### src/rtl/pwm_group_if.sv
// Configuration and output bundle of one PWM channel group.
// The master side drives the configuration. The slave side is the PWM generator.
interface pwm_group_if #(
    parameter int unsigned CH_NUM = 8,
    parameter int unsigned CNT_W  = 32,
    parameter int unsigned PSC_W  = 16
);
    logic                     en;
    logic                     cfg_load;
    logic [PSC_W-1:0]         psc;
    logic [CNT_W-1:0]         period;
    logic [CH_NUM*CNT_W-1:0]  duty;
    logic [CH_NUM-1:0]        polarity;
    logic                     center_mode;
    logic [CH_NUM-1:0]        pwm_out;
    logic                     period_tick;
    logic [CNT_W-1:0]         cnt;
    logic                     cfg_pending;

    modport master (
        output en, cfg_load, psc, period, duty, polarity, center_mode,
        input  pwm_out, period_tick, cnt, cfg_pending
    );

    modport slave (
        input  en, cfg_load, psc, period, duty, polarity, center_mode,
        output pwm_out, period_tick, cnt, cfg_pending
    );
endinterface

### src/rtl/pwm_group.sv
// N-channel PWM group: one shared prescaler and period counter, per-channel compare.
// Configuration is shadowed and becomes active at a period boundary, or at any time while disabled.
module pwm_group #(
    parameter int unsigned CH_NUM = 8,
    parameter int unsigned CNT_W  = 32,
    parameter int unsigned PSC_W  = 16
) (
    input  logic        clk,
    input  logic        rst_n,
    pwm_group_if.slave  bus
);

    typedef struct packed {
        logic [PSC_W-1:0]        psc;
        logic [CNT_W-1:0]        period;
        logic [CH_NUM*CNT_W-1:0] duty;
        logic [CH_NUM-1:0]       polarity;
        logic                    center;
    } cfg_t;

    typedef enum logic {
        DIR_UP   = 1'b0,
        DIR_DOWN = 1'b1
    } dir_t;

    cfg_t              act_q, act_d, pend_q, pend_d, cfg_in;
    logic              pending_q, pending_d;
    logic [PSC_W-1:0]  psc_cnt_q, psc_cnt_d;
    logic [CNT_W-1:0]  cnt_q, cnt_d, cnt_step;
    dir_t              dir_q, dir_d, dir_step;
    logic [CH_NUM-1:0] pwm_q, pwm_d, raw;
    logic              tick_q, tick_d;
    logic              step, boundary, transfer;

    always_comb begin
        cfg_in          = '0;
        cfg_in.psc      = bus.psc;
        cfg_in.period   = bus.period;
        cfg_in.duty     = bus.duty;
        cfg_in.polarity = bus.polarity;
        cfg_in.center   = bus.center_mode;
    end

    // Per-channel compare against the active duty values
    always_comb begin
        raw = '0;
        for (int i = 0; i < int'(CH_NUM); i++) begin
            raw[i] = (cnt_q < act_q.duty[i*CNT_W +: CNT_W]);
        end
    end

    always_ff @(posedge clk or negedge rst_n) begin
        if (!rst_n) begin
            act_q     <= '0;
            pend_q    <= '0;
            pending_q <= 1'b0;
            psc_cnt_q <= '0;
            cnt_q     <= '0;
            dir_q     <= DIR_UP;
            pwm_q     <= '0;
            tick_q    <= 1'b0;
        end else begin
            act_q     <= act_d;
            pend_q    <= pend_d;
            pending_q <= pending_d;
            psc_cnt_q <= psc_cnt_d;
            cnt_q     <= cnt_d;
            dir_q     <= dir_d;
            pwm_q     <= pwm_d;
            tick_q    <= tick_d;
        end
    end

    always_comb begin
        act_d     = act_q;
        pend_d    = pend_q;
        pending_d = pending_q;
        psc_cnt_d = psc_cnt_q;
        cnt_d     = cnt_q;
        dir_d     = dir_q;
        pwm_d     = act_q.polarity;
        tick_d    = 1'b0;
        cnt_step  = cnt_q;
        dir_step  = dir_q;
        step      = 1'b0;
        boundary  = 1'b0;

        // Counter position after the next step; a zero period always counts as edge-aligned
        if (!act_q.center || act_q.period == '0) begin
            cnt_step = (cnt_q >= act_q.period) ? '0 : cnt_q + CNT_W'(1);
            dir_step = DIR_UP;
        end else if (dir_q == DIR_UP && cnt_q < act_q.period) begin
            cnt_step = cnt_q + CNT_W'(1);
        end else begin
            cnt_step = cnt_q - CNT_W'(1);
            dir_step = DIR_DOWN;
        end
        if (cnt_step == '0) begin
            dir_step = DIR_UP;
        end

        if (bus.en) begin
            step      = (psc_cnt_q >= act_q.psc);
            psc_cnt_d = step ? '0 : psc_cnt_q + PSC_W'(1);
            pwm_d     = raw ^ act_q.polarity;
            if (step) begin
                cnt_d    = cnt_step;
                dir_d    = dir_step;
                boundary = (cnt_step == '0);
            end
            tick_d = boundary;
        end else begin
            psc_cnt_d = '0;
            cnt_d     = '0;
            dir_d     = DIR_UP;
        end

        // A load coinciding with a transfer bypasses the pending registers
        transfer = boundary || !bus.en;
        if (bus.cfg_load) begin
            pend_d = cfg_in;
        end
        if (transfer) begin
            pending_d = 1'b0;
            if (bus.cfg_load) begin
                act_d = cfg_in;
            end else if (pending_q) begin
                act_d = pend_q;
            end
        end else if (bus.cfg_load) begin
            pending_d = 1'b1;
        end
    end

    assign bus.pwm_out     = pwm_q;
    assign bus.period_tick = tick_q;
    assign bus.cnt         = cnt_q;
    assign bus.cfg_pending = pending_q;

endmodule

### src/flat_wrapper.sv
// flat-port wrapper written by rule: the top's interface ports become plain ports
module pwm_group_flat 
#(
    parameter int unsigned CH_NUM = 8,
    parameter int unsigned CNT_W  = 32,
    parameter int unsigned PSC_W  = 16
)
  (clk, rst_n, bus_en, bus_cfg_load, bus_psc, bus_period, bus_duty, bus_polarity, bus_center_mode, bus_pwm_out, bus_period_tick, bus_cnt, bus_cfg_pending);
  pwm_group_if #(.CH_NUM(CH_NUM), .CNT_W(CNT_W), .PSC_W(PSC_W)) bus_i ();
  input  logic clk;
  input  logic rst_n;
  input wire logic [$bits(bus_i.en)-1:0] bus_en;
  input wire logic [$bits(bus_i.cfg_load)-1:0] bus_cfg_load;
  input wire logic [$bits(bus_i.psc)-1:0] bus_psc;
  input wire logic [$bits(bus_i.period)-1:0] bus_period;
  input wire logic [$bits(bus_i.duty)-1:0] bus_duty;
  input wire logic [$bits(bus_i.polarity)-1:0] bus_polarity;
  input wire logic [$bits(bus_i.center_mode)-1:0] bus_center_mode;
  output wire logic [$bits(bus_i.pwm_out)-1:0] bus_pwm_out;
  output wire logic [$bits(bus_i.period_tick)-1:0] bus_period_tick;
  output wire logic [$bits(bus_i.cnt)-1:0] bus_cnt;
  output wire logic [$bits(bus_i.cfg_pending)-1:0] bus_cfg_pending;
  assign bus_i.en = bus_en;
  assign bus_i.cfg_load = bus_cfg_load;
  assign bus_i.psc = bus_psc;
  assign bus_i.period = bus_period;
  assign bus_i.duty = bus_duty;
  assign bus_i.polarity = bus_polarity;
  assign bus_i.center_mode = bus_center_mode;
  assign bus_pwm_out = bus_i.pwm_out;
  assign bus_period_tick = bus_i.period_tick;
  assign bus_cnt = bus_i.cnt;
  assign bus_cfg_pending = bus_i.cfg_pending;
  pwm_group #(.CH_NUM(CH_NUM), .CNT_W(CNT_W), .PSC_W(PSC_W)) u_core (.clk(clk), .rst_n(rst_n), .bus(bus_i));
endmodule
### config.mk
export PLATFORM = sky130hd
export DESIGN_NAME = pwm_group_flat
export DESIGN_NICKNAME = d
export VERILOG_FILES = /design/src/rtl/pwm_group_if.sv /design/src/rtl/pwm_group.sv /design/src/flat_wrapper.sv
export SDC_FILE = /design/constraint.sdc
export NUM_CORES = 1
export LEC_CHECK = 0
export BUFFER_PORTS_ARGS = -buffer_cell sky130_fd_sc_hd__buf_2
export CAP_MARGIN = 20
export CELL_PAD_IN_SITES_DETAIL_PLACEMENT = 0
export CELL_PAD_IN_SITES_GLOBAL_PLACEMENT = 1
export CORE_UTILIZATION = 52
export CTS_CLUSTER_DIAMETER = 200
export CTS_CLUSTER_SIZE = 28
export DETAILED_ROUTE_END_ITERATION = 6
export GPL_TIMING_DRIVEN = 0
export PLACE_DENSITY = 0.95
export REMOVE_ABC_BUFFERS = 1
export SYNTH_ARGS = -nofsm -noshare
export SYNTH_HDL_FRONTEND = slang
export SYNTH_SLANG_ARGS = --single-unit
export TNS_END_PERCENT = 100
### constraint.sdc
create_clock -name clk -period 9.5 [get_ports clk]
set_clock_uncertainty 0.05 [all_clocks]
set_input_delay 0.95 -clock clk [delete_from_list [all_inputs] [get_ports clk]]
set_output_delay 0.95 -clock clk [all_outputs]
set_load 0.03 [all_outputs]
# Yosys cells after proc, flatten, opt, wreduce, memory -nomap -nowiden
# Index checks and enable logic that the tools add are counted.
# totals
regBits,685
in_bits,317
output_inout_bits,42
elab_cells,64
# classes
addsub,3
magnitude_cmp,11
n_eq_ne,2
n_mux,19
n_bitwise,2
n_reduce_logical,11
# op_table
operator,n
$mux W313,2
$lt A32 B32 Y1,9
$mux W32,5
$logic_not A32 Y1,2
$add A32 B1 Y32 const B,1
$ge A32 B32 Y1,1
$mux W16,2
$sub A32 B1 Y32 const B,1
$add A16 B1 Y16 const B,1
$ge A16 B16 Y1,1
$mux W1,9
$mux W8,1
$xor A8 B8 Y8,1
$ne A4 B3 Y1 const B,1
$reduce_and A2 Y1,2
$reduce_bool A2 Y1,2
$logic_not A1 Y1,2
$logic_or A1 B1 Y1,2
$ne A2 B1 Y1 const B,1
$logic_and A1 B1 Y1,1
$not A1 Y1,1

# Longest topological paths before layout
# depth
word_depth,9
depth_mapped,17
depth_no_buf,13

# Worst setup path before layout
# No wires, ideal clock.
# synth_path
path_kind,register to register
from,register u_core.cnt_q[10] (netlist: u_core.bus.cnt[10])
to,register u_core.act_q[10] (netlist bit)
t_arrival_ns,4.431
t_required_ns,9.323
slack_ns,4.891
path_stages_with_launch,16
path_cell_list,dfrtp_1 buf_2 or4_1 buf_2 nor4_2 nand3_1 or3b_2 xnor2_1 nor4_1 o211ai_1 nor4_2 nand4_1 a21oi_4 buf_6 buf_8 mux2_1
# synth_via
elab_chain_len,9
word_cells_on_any_way,13
# synth_rtl
element,line_no,rtl
from (decl),pwm_group.sv:29,"logic [CNT_W-1:0] cnt_q, cnt_d, cnt_step;"
from (signal assigned),pwm_group.sv:67,cnt_q <= cnt_d;
$lt A32 B32 Y1,pwm_group.sv:92,end else if (dir_q == DIR_UP && cnt_q < act_q.period) begin
$logic_and A1 B1 Y1,pwm_group.sv:92,
$mux W32,pwm_group.sv:92,
$mux W32 (*),pwm_group.sv:89,if (!act_q.center || act_q.period == '0) begin
$logic_not A32 Y1 (*),pwm_group.sv:109,boundary = (cnt_step == '0);
$mux W1 (*),pwm_group.sv:106,if (step) begin
$mux W1 (*),pwm_group.sv:102,if (bus.en) begin
$logic_or A1 B1 Y1 (*),pwm_group.sv:119,transfer = boundary || !bus.en;
$reduce_and A2 Y1 (no source line) (*),--,
to (signal assigned),pwm_group.sv:63,act_q <= act_d;
to (decl),pwm_group.sv:26,"cfg_t act_q, act_d, pend_q, pend_d, cfg_in;"
# Mark *: on every way between the ends. The rest lies on a longest branch, timed or not.
# A chain may end at the register's enable or synchronous reset.

# Worst setup path after layout
# layout_path
from,register u_core.cnt_q[29] (netlist: u_core.bus.cnt[29])
to,register u_core.act_q[95] (netlist bit)
# Same word-level chain as after synthesis.

==> results.py <==
metrics = {
    "detailed_routing": {
        "drc": 0,
        "via_per_inst": 5.64,
        "drtIter0Drc": 1540,
        "num_vias": 23400,
        "ant_nets": 0,
        "first_pass_iters": 5,
        "routed_wl_mm": 84.0,
        "wire_per_inst_um": 20.3,
    },
    "yosys": {
        "synth-edff-count": 0,
        "synthCells": 2945,
        "synth_flop_cell": "dfrtp_1",
        "yosysTopAreaCell": "dfrtp_1",
        "ys_ff_latch": 685,
        "yosysSeqAreaShare": 0.483,
        "ys_async_sr_fraction": 1.00,
        "synth_area_leaders": "dfrtp_1 48%, mux2_2 12%, ha_1 11%",
        "yosysTopAreaCellShare": 0.483,
        "yosysUniqueCellTypes": 76,
        "yosysWarnings": 0,
        "synth_area_mm2": 0.0355,
        "synth.avg_cell_area_um2": 12.1,
    },
    "cts": {
        "cts_buffers": 28,
        "htreeDepth": 1,
        "post_cts_buffers": 0,
        "cts_tree": "yes",
        "cts_hold_repair.buffers": 0,
        "cts_buffer_depth": 3,
        "clkLatencyLatePin_ns": 0.64,
        "path_clk_slew_ns": 0.12,
        "cts-root-buf": "clkbuf_16",
        "cts_num_sinks": 685,
        "cts_resized": 0,
    },
    "global_routing": {
        "overflow": 0,
        "grt_pass1_wl_mm": 133,
        "grt_usage": 0.244,
        "grt_antenna_before_repair": 23,
        "grt_max_degree": 117,
        "grt_pass1_vias": 23800,
    },
    "placement": {
        "gp_congestion": 0.877,
        "postPlaceCellArea_mm2": 0.0386,
        "dp_hpwl_mm": 60.1,
        "pre_cts_slack_ns": 2.18,
        "io_buffer_count": 358,
    },
    "timing": {
        "min_period_ns": 7.55,
        "period_share": 0.795,
        "hold_viol": 0,
        "worst_slack_ns": 1.95,
        "rsz0062_at_grt": "false",
        "slew_violations": 0,
        "setup_viol": 0,
        "slew_headroom": 0.192,
        "max_freq_mhz": 132,
        "tightest_slew_ns": 1.21,
    },
    "critical_path": {
        "cp_common_cell": "buf_12",
        "path_max_fanout": 26,
        "critPathMaxStageDelay_ns": 1.16,
        "crit_chain": "ha_1 > nand4_1 > nor4_1 > o41a_1 > or3_1 > nor4_1 > or4_1 > nor4_2 > nand4_1 > a21oi_4 > buf_16 > buf_12 > buf_12 > buf_12 > buf_12 > buf_16 > mux2_1",
        "startpoint": "u_core.bus.cnt[29]$_DFFE_PN0P_",
        "start_kind": "register",
        "critical_path_buf_inv_count": 6,
        "cp-end-kind": "register",
        "rr_startpoint": "u_core.bus.cnt[29]$_DFFE_PN0P_",
        "critPathSlowestCell": "dfrtp_1",
        "worstSetupPathType": "reg2reg",
        "required_ns": 9.95,
        "cp_top_family": "simple AND/OR/NAND/NOR gates",
        "crit_arrival_ns": 8.00,
    },
    "run": {
        "cap_violations": 0,
    },
    "floorplan": {
        "dieArea_mm2": 0.0693,
        "ios": 359,
        "start_util": 0.527,
        "die_w_um": 263,
        "fp.dieH_um": 263,
        "core_mm2": 0.0674,
        "fp-row-count": 95,
    },
    "cells_and_area": {
        "final_util": 0.584,
        "nets": 3871,
        "area_delta_synth_final_pct": 10.9,
        "n_fill_cell": 5479,
        "final_area_mm2": 0.0394,
        "drive_above_1_share": 0.251,
    },
    "power_and_ir_drop": {
        "leakagePower_nw": 19.6,
        "ir_drop_mv": 0.146,
        "p_per_area_mw_per_mm2": 153,
    },
    "outcome": {
        "status": "finished, final reports clean",
    },
    "worst_hold_path": {
        "min_path_type": "in2async",
    },
}
## per-stage QoR
step	total power [mW]	TNS [ns]	std cells	hold slack (ns)
floorplan	4.23	-193.44	2828	0.385
global placement	4.58	-6655.24	4059	0.394
detailed placement	4.63	0	4098	0.402
CTS	6.08	0	4129	0.133
global route	6.35	0	4146	0.156
finish	6.02	0	4146	0.158
## routing by layer
layer	vias to the layer above	global-route usage	wire (um)
met5	-	0	77
met4	12	0.0711	1600
met3	97	0.0273	3640
met2	484	0.416	41700
met1	11800	0.329	37000
li1	11000	-	-
## synth_stat cells (19+ instances only)
library cell  instances
nand2b_1             36
nand4_1              51
mux2_2              363
nand2_1              80
and4_1               19
o21ai_0              57
xnor2_1              23
nor4_1               23
a21oi_1             106
a21o_1               86
and3_1               19
nor2b_1              33
nor3_1               39
nand3_1              48
nor2_1               88
dfrtp_1             685
inv_1               308
clkbuf_1             71
ha_1                299
mux2_1              270
## worst register-to-register path: cells and delay by family, from the launching register on
kind,cells,cell delay (ns)
and+or+nand+nor,7,2.78
adders and majority gates,1,0.33
AOI/OAI and AO/OA,2,1.35
muxes,1,0.36
DFF,1,1.16
buffers and inverters,6,1.37
## cells by family after synthesis
family / share of synthesized area
DFF: 0.483
muxes: 0.203
and+or+nand+nor: 0.0760
buffers and inverters: 0.0554
AOI/OAI and AO/OA: 0.0672
adders and majority gates: 0.105
xor gates and xnor gates: 0.00987
## path summary, 6_finish.rpt
check                           cells past startpoint  slack [ns]                               to
worst max-delay path                               17        1.95     u_core.act_q[95]$_DFFE_PN0P_
worst min-delay path                                1        0.16    u_core.act_q[145]$_DFFE_PN0P_
worst max register to register                     17        1.95     u_core.act_q[95]$_DFFE_PN0P_
worst min register to register                      1        0.41  u_core.bus.pwm_out[3]$_DFF_PN0_
max in group asynchronous                           4        7.25     u_core.act_q[33]$_DFFE_PN0P_
min in group clk                                    1        0.41  u_core.bus.pwm_out[3]$_DFF_PN0_
## registers in the layout (all words and copies together), names as in the netlist
register,count
u_core.act_q,313
u_core.bus.cfg_pending,1
u_core.bus.cnt,32
u_core.bus.period_tick,1
u_core.bus.pwm_out,8
u_core.dir_q,1
u_core.pend_q,313
u_core.psc_cnt_q,16
## layout make-up
type / count / area (um2) / area share
Antenna cell: 17 / 42.5 / 0.00108
Clock buffer: 30 / 729 / 0.0185
Clock inverter: 1 / 16.3 / 0.000413
Inverter: 308 / 1160 / 0.0294
Multi-Input combinational cell: 1835 / 16400 / 0.417
Sequential cell: 685 / 17100 / 0.435
Tap cell: 873 / 1090 / 0.0277
Timing Repair Buffer: 397 / 2770 / 0.0703
## report_power, final
part	internal, mW	leakage (nW)	switching (mW)
Sequential	3.32	8.13	0.178
Combinational	0.537	11.1	0.529
Clock	0.554	0.366	0.905
Total	4.41	19.6	1.61
## cell usage in the layout (no fill, tap or decap), drive strengths merged, types with 40 or more instances in the layout
cell type / n
a21o: 86
inv: 309
mux2: 633
buf: 397
dfrtp: 685
nand4: 51
nor2: 88
a21oi: 107
o21ai: 60
nor3: 40
ha: 299
nand3: 48
nand2: 80
Power figures use the tool's default switching activity.
